**config.mk**
```make
export PLATFORM = sky130hd
export DESIGN_NAME = melody_seq
export DESIGN_NICKNAME = d
export VERILOG_FILES = /design/src/rtl/melody_seq.sv
export SDC_FILE = /design/constraint.sdc
export NUM_CORES = 1
export LEC_CHECK = 0
export ABC_AREA = 0
export ABC_CLOCK_PERIOD_IN_PS = 8750
export CORE_MARGIN = 1
export CORE_UTILIZATION = 50
export CTS_CLUSTER_DIAMETER = 120
export DETAILED_ROUTE_END_ITERATION = 10
export GPL_ROUTABILITY_DRIVEN = 0
export PLACE_DENSITY = 0.68
export SETUP_SLACK_MARGIN = 0.02
export SLEW_MARGIN = 0
export SYNTH_ARGS = -nofsm -noshare
export SYNTH_HDL_FRONTEND = slang
export SYNTH_SLANG_ARGS = --single-unit
```
**constraint.sdc**
```tcl
create_clock -name clk -period 8.75 [get_ports clk]
set_clock_uncertainty 0.2 [all_clocks]
set_input_delay 1.3125 -clock clk [delete_from_list [all_inputs] [get_ports clk]]
set_output_delay 1.3125 -clock clk [all_outputs]
set_load 0.02 [all_outputs]
```
**src/rtl/melody_seq.sv**
```systemverilog
// -----------------------------------------------------------------------------
// melody_seq
//   Note sequencer feeding the note_bin input of the DDS tone generator.
//   Steps through a fixed 42-entry melody ROM (six phrases of seven notes).
//   Each entry is held for units*TICK_DIV clock cycles.
//
//   Optional feature: define NOTE_GAP_EN to insert a rest of GAP_CYC cycles
//   (note_bin = 0) after every note. Without it, notes are played legato, the
//   GAP state is absent and GAP_CYC is unused.
//
// Parameters
//   TICK_DIV : clk cycles per beat unit (>= 1, 2*TICK_DIV < 2^32)
//   GAP_CYC  : rest cycles after each note (NOTE_GAP_EN only, >= 1)
//
// Ports
//   clk      : system clock
//   rst      : asynchronous active-high reset
//   start    : begin playback from entry 0 (honoured only when idle)
//   stop     : abort playback (stop wins over start)
//   note_bin : note code to the DDS, 0 = silence, 1..7 = scale degree
//   busy     : high while a song is in progress
//   done     : one-cycle pulse when the last entry completes normally
//   idx      : current ROM entry index, 0..41
// All outputs come straight from flops.
// -----------------------------------------------------------------------------
module melody_seq #(
    parameter int unsigned TICK_DIV = 1000000,
    parameter int unsigned GAP_CYC  = 50000
) (
    input  logic       clk,
    input  logic       rst,
    input  logic       start,
    input  logic       stop,
    output logic [2:0] note_bin,
    output logic       busy,
    output logic       done,
    output logic [5:0] idx
);

    // Elaboration-time parameter sanity checks.
    generate
        if (TICK_DIV < 1) begin : g_bad_tick
            $error("melody_seq: TICK_DIV must be >= 1");
        end
        if (GAP_CYC < 1) begin : g_bad_gap
            $error("melody_seq: GAP_CYC must be >= 1");
        end
    endgenerate

    localparam logic [5:0] LAST_IDX = 6'd41;

    // Terminal counts for one- and two-unit notes.
    localparam logic [31:0] TC_ONE = 32'(TICK_DIV - 1);
    localparam logic [31:0] TC_TWO = 32'((2 * TICK_DIV) - 1);
`ifdef NOTE_GAP_EN
    localparam logic [31:0] TC_GAP = 32'(GAP_CYC - 1);
`endif

    // Entry format {note[2:0], units[1:0]}; phrase order A B C C A B.
    localparam logic [4:0] ROM [0:41] = '{
        {3'd1, 2'd1}, {3'd1, 2'd1}, {3'd5, 2'd1}, {3'd5, 2'd1}, {3'd6, 2'd1}, {3'd6, 2'd1}, {3'd5, 2'd2},
        {3'd4, 2'd1}, {3'd4, 2'd1}, {3'd3, 2'd1}, {3'd3, 2'd1}, {3'd2, 2'd1}, {3'd2, 2'd1}, {3'd1, 2'd2},
        {3'd5, 2'd1}, {3'd5, 2'd1}, {3'd4, 2'd1}, {3'd4, 2'd1}, {3'd3, 2'd1}, {3'd3, 2'd1}, {3'd2, 2'd2},
        {3'd5, 2'd1}, {3'd5, 2'd1}, {3'd4, 2'd1}, {3'd4, 2'd1}, {3'd3, 2'd1}, {3'd3, 2'd1}, {3'd2, 2'd2},
        {3'd1, 2'd1}, {3'd1, 2'd1}, {3'd5, 2'd1}, {3'd5, 2'd1}, {3'd6, 2'd1}, {3'd6, 2'd1}, {3'd5, 2'd2},
        {3'd4, 2'd1}, {3'd4, 2'd1}, {3'd3, 2'd1}, {3'd3, 2'd1}, {3'd2, 2'd1}, {3'd2, 2'd1}, {3'd1, 2'd2}
    };

`ifdef NOTE_GAP_EN
    typedef enum logic [1:0] {
        IDLE = 2'd0,
        PLAY = 2'd1,
        GAP  = 2'd2
    } state_t;
`else
    typedef enum logic [1:0] {
        IDLE = 2'd0,
        PLAY = 2'd1
    } state_t;
`endif

    state_t      state_reg;
    logic [31:0] cnt_reg;

    // Look-ups for the current entry and the one after it. next_idx is only
    // used when idx < 41, so it always addresses a valid entry.
    logic [5:0]  next_idx;
    logic [4:0]  cur_entry;
    logic [4:0]  next_entry;
    logic [31:0] play_tc;
    logic        is_last;

    always_comb begin
        next_idx   = idx + 6'd1;
        cur_entry  = ROM[idx];
        next_entry = ROM[next_idx];
        play_tc    = (cur_entry[1:0] == 2'd2) ? TC_TWO : TC_ONE;
        is_last    = (idx == LAST_IDX);
    end

    always_ff @(posedge clk or posedge rst) begin
        if (rst) begin
            state_reg <= IDLE;
            cnt_reg   <= 32'd0;
            idx       <= 6'd0;
            note_bin  <= 3'd0;
            busy      <= 1'b0;
            done      <= 1'b0;
        end else begin
            done <= 1'b0;
            case (state_reg)
                IDLE: begin
                    if (start && !stop) begin
                        state_reg <= PLAY;
                        cnt_reg   <= 32'd0;
                        idx       <= 6'd0;
                        note_bin  <= ROM[0][4:2];
                        busy      <= 1'b1;
                    end
                end

                PLAY: begin
                    if (stop) begin
                        state_reg <= IDLE;
                        cnt_reg   <= 32'd0;
                        idx       <= 6'd0;
                        note_bin  <= 3'd0;
                        busy      <= 1'b0;
                    end else if (cnt_reg == play_tc) begin
                        cnt_reg <= 32'd0;
`ifdef NOTE_GAP_EN
                        // Every note, including the last, is followed by a rest.
                        state_reg <= GAP;
                        note_bin  <= 3'd0;
`else
                        if (is_last) begin
                            state_reg <= IDLE;
                            idx       <= 6'd0;
                            note_bin  <= 3'd0;
                            busy      <= 1'b0;
                            done      <= 1'b1;
                        end else begin
                            idx      <= next_idx;
                            note_bin <= next_entry[4:2];
                        end
`endif
                    end else begin
                        cnt_reg <= cnt_reg + 32'd1;
                    end
                end

`ifdef NOTE_GAP_EN
                GAP: begin
                    if (stop) begin
                        state_reg <= IDLE;
                        cnt_reg   <= 32'd0;
                        idx       <= 6'd0;
                        note_bin  <= 3'd0;
                        busy      <= 1'b0;
                    end else if (cnt_reg == TC_GAP) begin
                        cnt_reg <= 32'd0;
                        if (is_last) begin
                            state_reg <= IDLE;
                            idx       <= 6'd0;
                            busy      <= 1'b0;
                            done      <= 1'b1;
                        end else begin
                            state_reg <= PLAY;
                            idx       <= next_idx;
                            note_bin  <= next_entry[4:2];
                        end
                    end else begin
                        cnt_reg <= cnt_reg + 32'd1;
                    end
                end
`endif

                default: begin
                    state_reg <= IDLE;
                    cnt_reg   <= 32'd0;
                    idx       <= 6'd0;
                    note_bin  <= 3'd0;
                    busy      <= 1'b0;
                end
            endcase
        end
    end

endmodule

```
Word-level counts from Yosys, hierarchy flattened
Memory sizes are Yosys's and may differ from the RTL's. Cells that the tools add are included. W data, S select, Z words.

Input port bits: 4. Bits in read-only memories: 640. Flip-flop bits (word level): 45. Output and inout port bits: 11. Memories: 2. Logic and storage cells: 59.

Memory list: (no name shown) (words 64, width 5, rd ports 1, clocked after Yosys merged registers in 0, write ports 0, line 96) `next_entry = ROM[next_idx];`; (no name shown) (words 64, width 5, rd ports 1, clocked after Yosys merged registers in 0, write ports 0, line 95) `cur_entry = ROM[idx];`.

Eq/ne operators: 7. $lt $le $gt $ge: 2. Mux-type cells: 33. Bitwise gates (word level): 2. Reduce and logical (&&, ||, !) cells: 5. Add/sub/neg operators: 2.

Operators with widths (count): $mux W32 (3); $pmux W32 S2 (1); $add A32 B1 Y32 const B (1); $eq A32 B21 Y1 (1); $mux W6 (4); $mux W21 (1); $ge A7 B7 Y1 const B (2); $not A6 Y7 (2); $mux W2 (6); $mux W3 (4); $pmux W6 S2 (1); $mux W5 (2); $mux W1 (8); $add A6 B1 Y6 const B (1); $eq A6 B6 Y1 const B (1); $ne A3 B3 Y1 const B (2); $pmux W3 S2 (1); $pmux W2 S2 (1); $reduce_and A3 Y1 (1); $eq A2 B1 Y1 const B (1); $eq A2 B2 Y1 const B (1); $logic_not A2 Y1 (1); $ne A2 B2 Y1 const B (1); $pmux W1 S2 (1); other kinds (3) (3).

Depth between registers and ports, before layout
Depth in word-level cells: 10. Gate-level depth with buffers: 11. Mapped depth without buffers: 8.

Worst setup path before layout
OpenSTA, ideal clock, no wires.

Kind: reg2reg. Start: reg idx[0]. End: reg cnt_reg[13]. Library setup time: 0.126 ns. Arrival: 2.666 ns. Data required time: 8.424 ns. Clock period less this slack: 2.992 ns. Buffers on the path: 2. Slack: 5.758 ns. Cell stages (with the launch flop): 11. Cell sequence: dfrtp_1 -> clkbuf_1 -> inv_1 -> ha_1 -> or3b_1 -> a211oi_1 -> o21ai_1 -> a2111o_1 -> buf_6 -> and2_4 -> a221o_1.

Word-level cells in the longest chain between the ends: 10.

Ends and longest elaborated chain: start, declared (line 37) `output logic [5:0] idx`; start signal, assigned (line 143) `idx <= next_idx;`; $not A6 Y7 (implied by the code) (line 95); $mem_v2 Z64 W5; $mux W2 (implied by the code) (2 in a row) (line 95); $eq A2 B2 Y1 (line 97) `play_tc = (cur_entry[1:0] == 2'd2) ? TC_TWO : TC_ONE;`; $mux W21 (line 97); $eq A32 B21 Y1 (line 129) `end else if (cnt_reg == play_tc) begin`; $mux W32 (line 129); $mux W32 (line 123) `if (stop) begin`; $pmux W32 S2 (line 111) `case (state_reg)`; end signal, assigned (line 148) `cnt_reg <= cnt_reg + 32'd1;`; end, declared (line 83) `logic [31:0] cnt_reg;`.

No other way between the ends. The select of a mux whose other input is x is not followed. A chain may end at the register's enable or synchronous reset.

Worst setup path in the final report
Start: reg idx[0]. End: reg cnt_reg[21].

Same word-level chain as after synthesis.

==> flow_summary.ini <==
[run_status]
status = finished, final reports clean

[timing]
tns_ps = 0
fin_crit_ps = 3740
layout_setup_ws_ps = 5010
rsz0062_at_grt = false
finalMaxSlewViolations = 0
finalHoldViolations = 0
setup_viol = 0
worst_pin_slew_ps = 960
timing.fmax_ghz = 0.268
finalCritPeriodShare_pct = 42.7
max_slew_margin_pct = 35.4

[final_layout]
nFillCells = 513
layout.nets = 359
area_growth_pct = 9.07
drive_gt1_share_pct = 7.51
final_common_cell = dfrtp_1
antenna_cells = 0
largest_register_ffs = 32
final_cell_mix = dfrtp_1, nand2_1, nand3_1

[placed_design]
pre_cts_ws_ps = 4990
dp_hpwl_mm = 4.75
port_buffers = 14

[floorplanning]
initial_core_util_pct = 52.7
dieArea_um2 = 6190
num_rows = 27
dieWidth_um = 78.7
die_h_um = 78.7
ios = 15
coreArea_um2 = 5570

[clocking]
path_clk_slew_ps = 90
clk_latency_ps = 300
cts_tree = built
cts_resized = 0
clock_path_buffers = 2
cts_root_buf = clkbuf_8
cts_sinks = 43
cts_setup_buffers = 0
cts_hold_buf = 0
htreeDepth = 2
cts_buffers = 5

[grt]
grtUsageTotal_pct = 24.8
grt_pass1_wl_mm = 11.9
grt_antenna_before_repair = 0
grt_overflow = 0
grt_max_degree = 44
grt_pass1_vias = 2359

[synth]
syn_inst = 340
synth.avg_cell_area_um2 = 8.64
synth_top_area_share_pct = 36.6
ys_seq_area_share_pct = 36.6
synth_top_area_cell = dfrtp_1
yosysWarnings = 0
ys_seq_elements = 43
synth_cell_type_count = 60
ys.flop_type = dfrtp_1
syn_area_um2 = 2940
yosys-top-cells-area = dfrtp_1, nand2_1, ha_1
synth_edf_count = 0
synthArstFlopShare_pct = 100
synth_nets = 354

[setup_path]
worstPathCellList = ha_1 -> ha_1 -> nand4_1 -> o311ai_1 -> mux2i_1 -> a2111o_1 -> nand2_1 -> o311ai_0
max_stage_delay_ps = 670
end_kind = flop
reg2regPathDepth = 8
cp_slowest_cell = a2111o_1
timing.rr.start = idx[0]
worstSetupPathType = flop to flop
worstSetupPathDepth = 8
cpMostUsedCell = ha_1
critPathArrivalTime_ps = 3700
crit_fanout = 21
crit_family = compound AO/OA/AOI/OAI gates
critPathRequiredTime_ps = 8710
start_kind = flop
r2r_slack_ps = 5010
cp.buffers_inverters = 0
r2r_end = cnt_reg[21]

[worst_hold_path]
hold_path.class = flop to flop
hold_depth = 1
hp-start = cnt_reg[5]
min_to = cnt_reg[5]

[routing]
drt_iter0_markers = 221
first_pass_iters = 5
vias = 2656
route.detailed.drc = 0
vias_per_cell = 6.35
drt-total-wl_mm = 6.99
ant_nets = 0
wire_per_inst_um = 16.7

[power]
ir_drop_mv = 0.0740
pwr_density_cell_nw_per_um2 = 122
leakage_nw = 1.23

[run]
drv_cap = 0
layout make-up:
cell class	instances	area, um^2	area share, %
clock buffer	7	86.3	2.69
clock inverter	1	8.76	0.273
inverter	14	52.6	1.64
multi-input combinational	265	1740	54.2
sequential	43	1080	33.6
tap	72	90.1	2.81
timing repair buffer	16	155	4.84
per-stage QoR:
step                hold slack (ps)  instances  utilization (%)  cell area [um^2]  power (mW)
floorplan                       251        340                -              2940       0.242
global placement                269        410             55.8              3110       0.258
detailed placement              271        410             55.8              3110       0.258
CTS                             283        418             57.5              3200       0.392
global route                    297        418             57.5              3200       0.407
finish                          278        418             57.5              3200       0.390
report_power, final:
part / internal [mW] / switching, mW
Sequential: 0.202 / 0.00576
Combinational: 0.0168 / 0.0296
Clock: 0.0647 / 0.0709
Total: 0.283 / 0.106
worst max-delay path by stage:
stage	from	end	slack, ps
6_report	idx[0]	cnt_reg[21]	5010
4_1_cts	idx[0]	cnt_reg[21]	4970
3_3_place_gp	stop	note_bin[2]	5220
5_1_grt	idx[0]	cnt_reg[21]	4640
2_1_floorplan	idx[0]	cnt_reg[13]	5760
3_5_place_dp	idx[0]	cnt_reg[21]	4990
kinds of logic after synthesis:
| logic type | after synthesis | share of synthesized area [%] |
|---|---|---|
| and+or+nand+nor | 160 | 28.6 |
| buffers and inverters | 32 | 4.51 |
| adders and majority gates | 10 | 4.26 |
| AOI/OAI and AO/OA | 75 | 19.1 |
| xor gates and xnor gates | 6 | 1.79 |
| muxes | 14 | 5.11 |
| DFF | 43 | 36.6 |
layer usage:
metal  part of all wire [%]  vias up  GRT usage (%)
met5                      0        -              0
met4                   0.87        0           6.11
met2                     45       91           36.9
met3                    6.9        6           4.53
li1                       -     1296              -
met1                     47     1263           36.8
cells in the mapped netlist (all sizes together) (8+ instances only):
cell type,number
a21oi,10
and3,9
clkbuf,13
dfrtp,43
ha,10
inv,14
mux2,8
nand2,39
nand3,25
nand4,14
nor2,22
nor3,12
o21ai,13
o311ai,9
No activity file was read; power rests on OpenSTA's default activity.
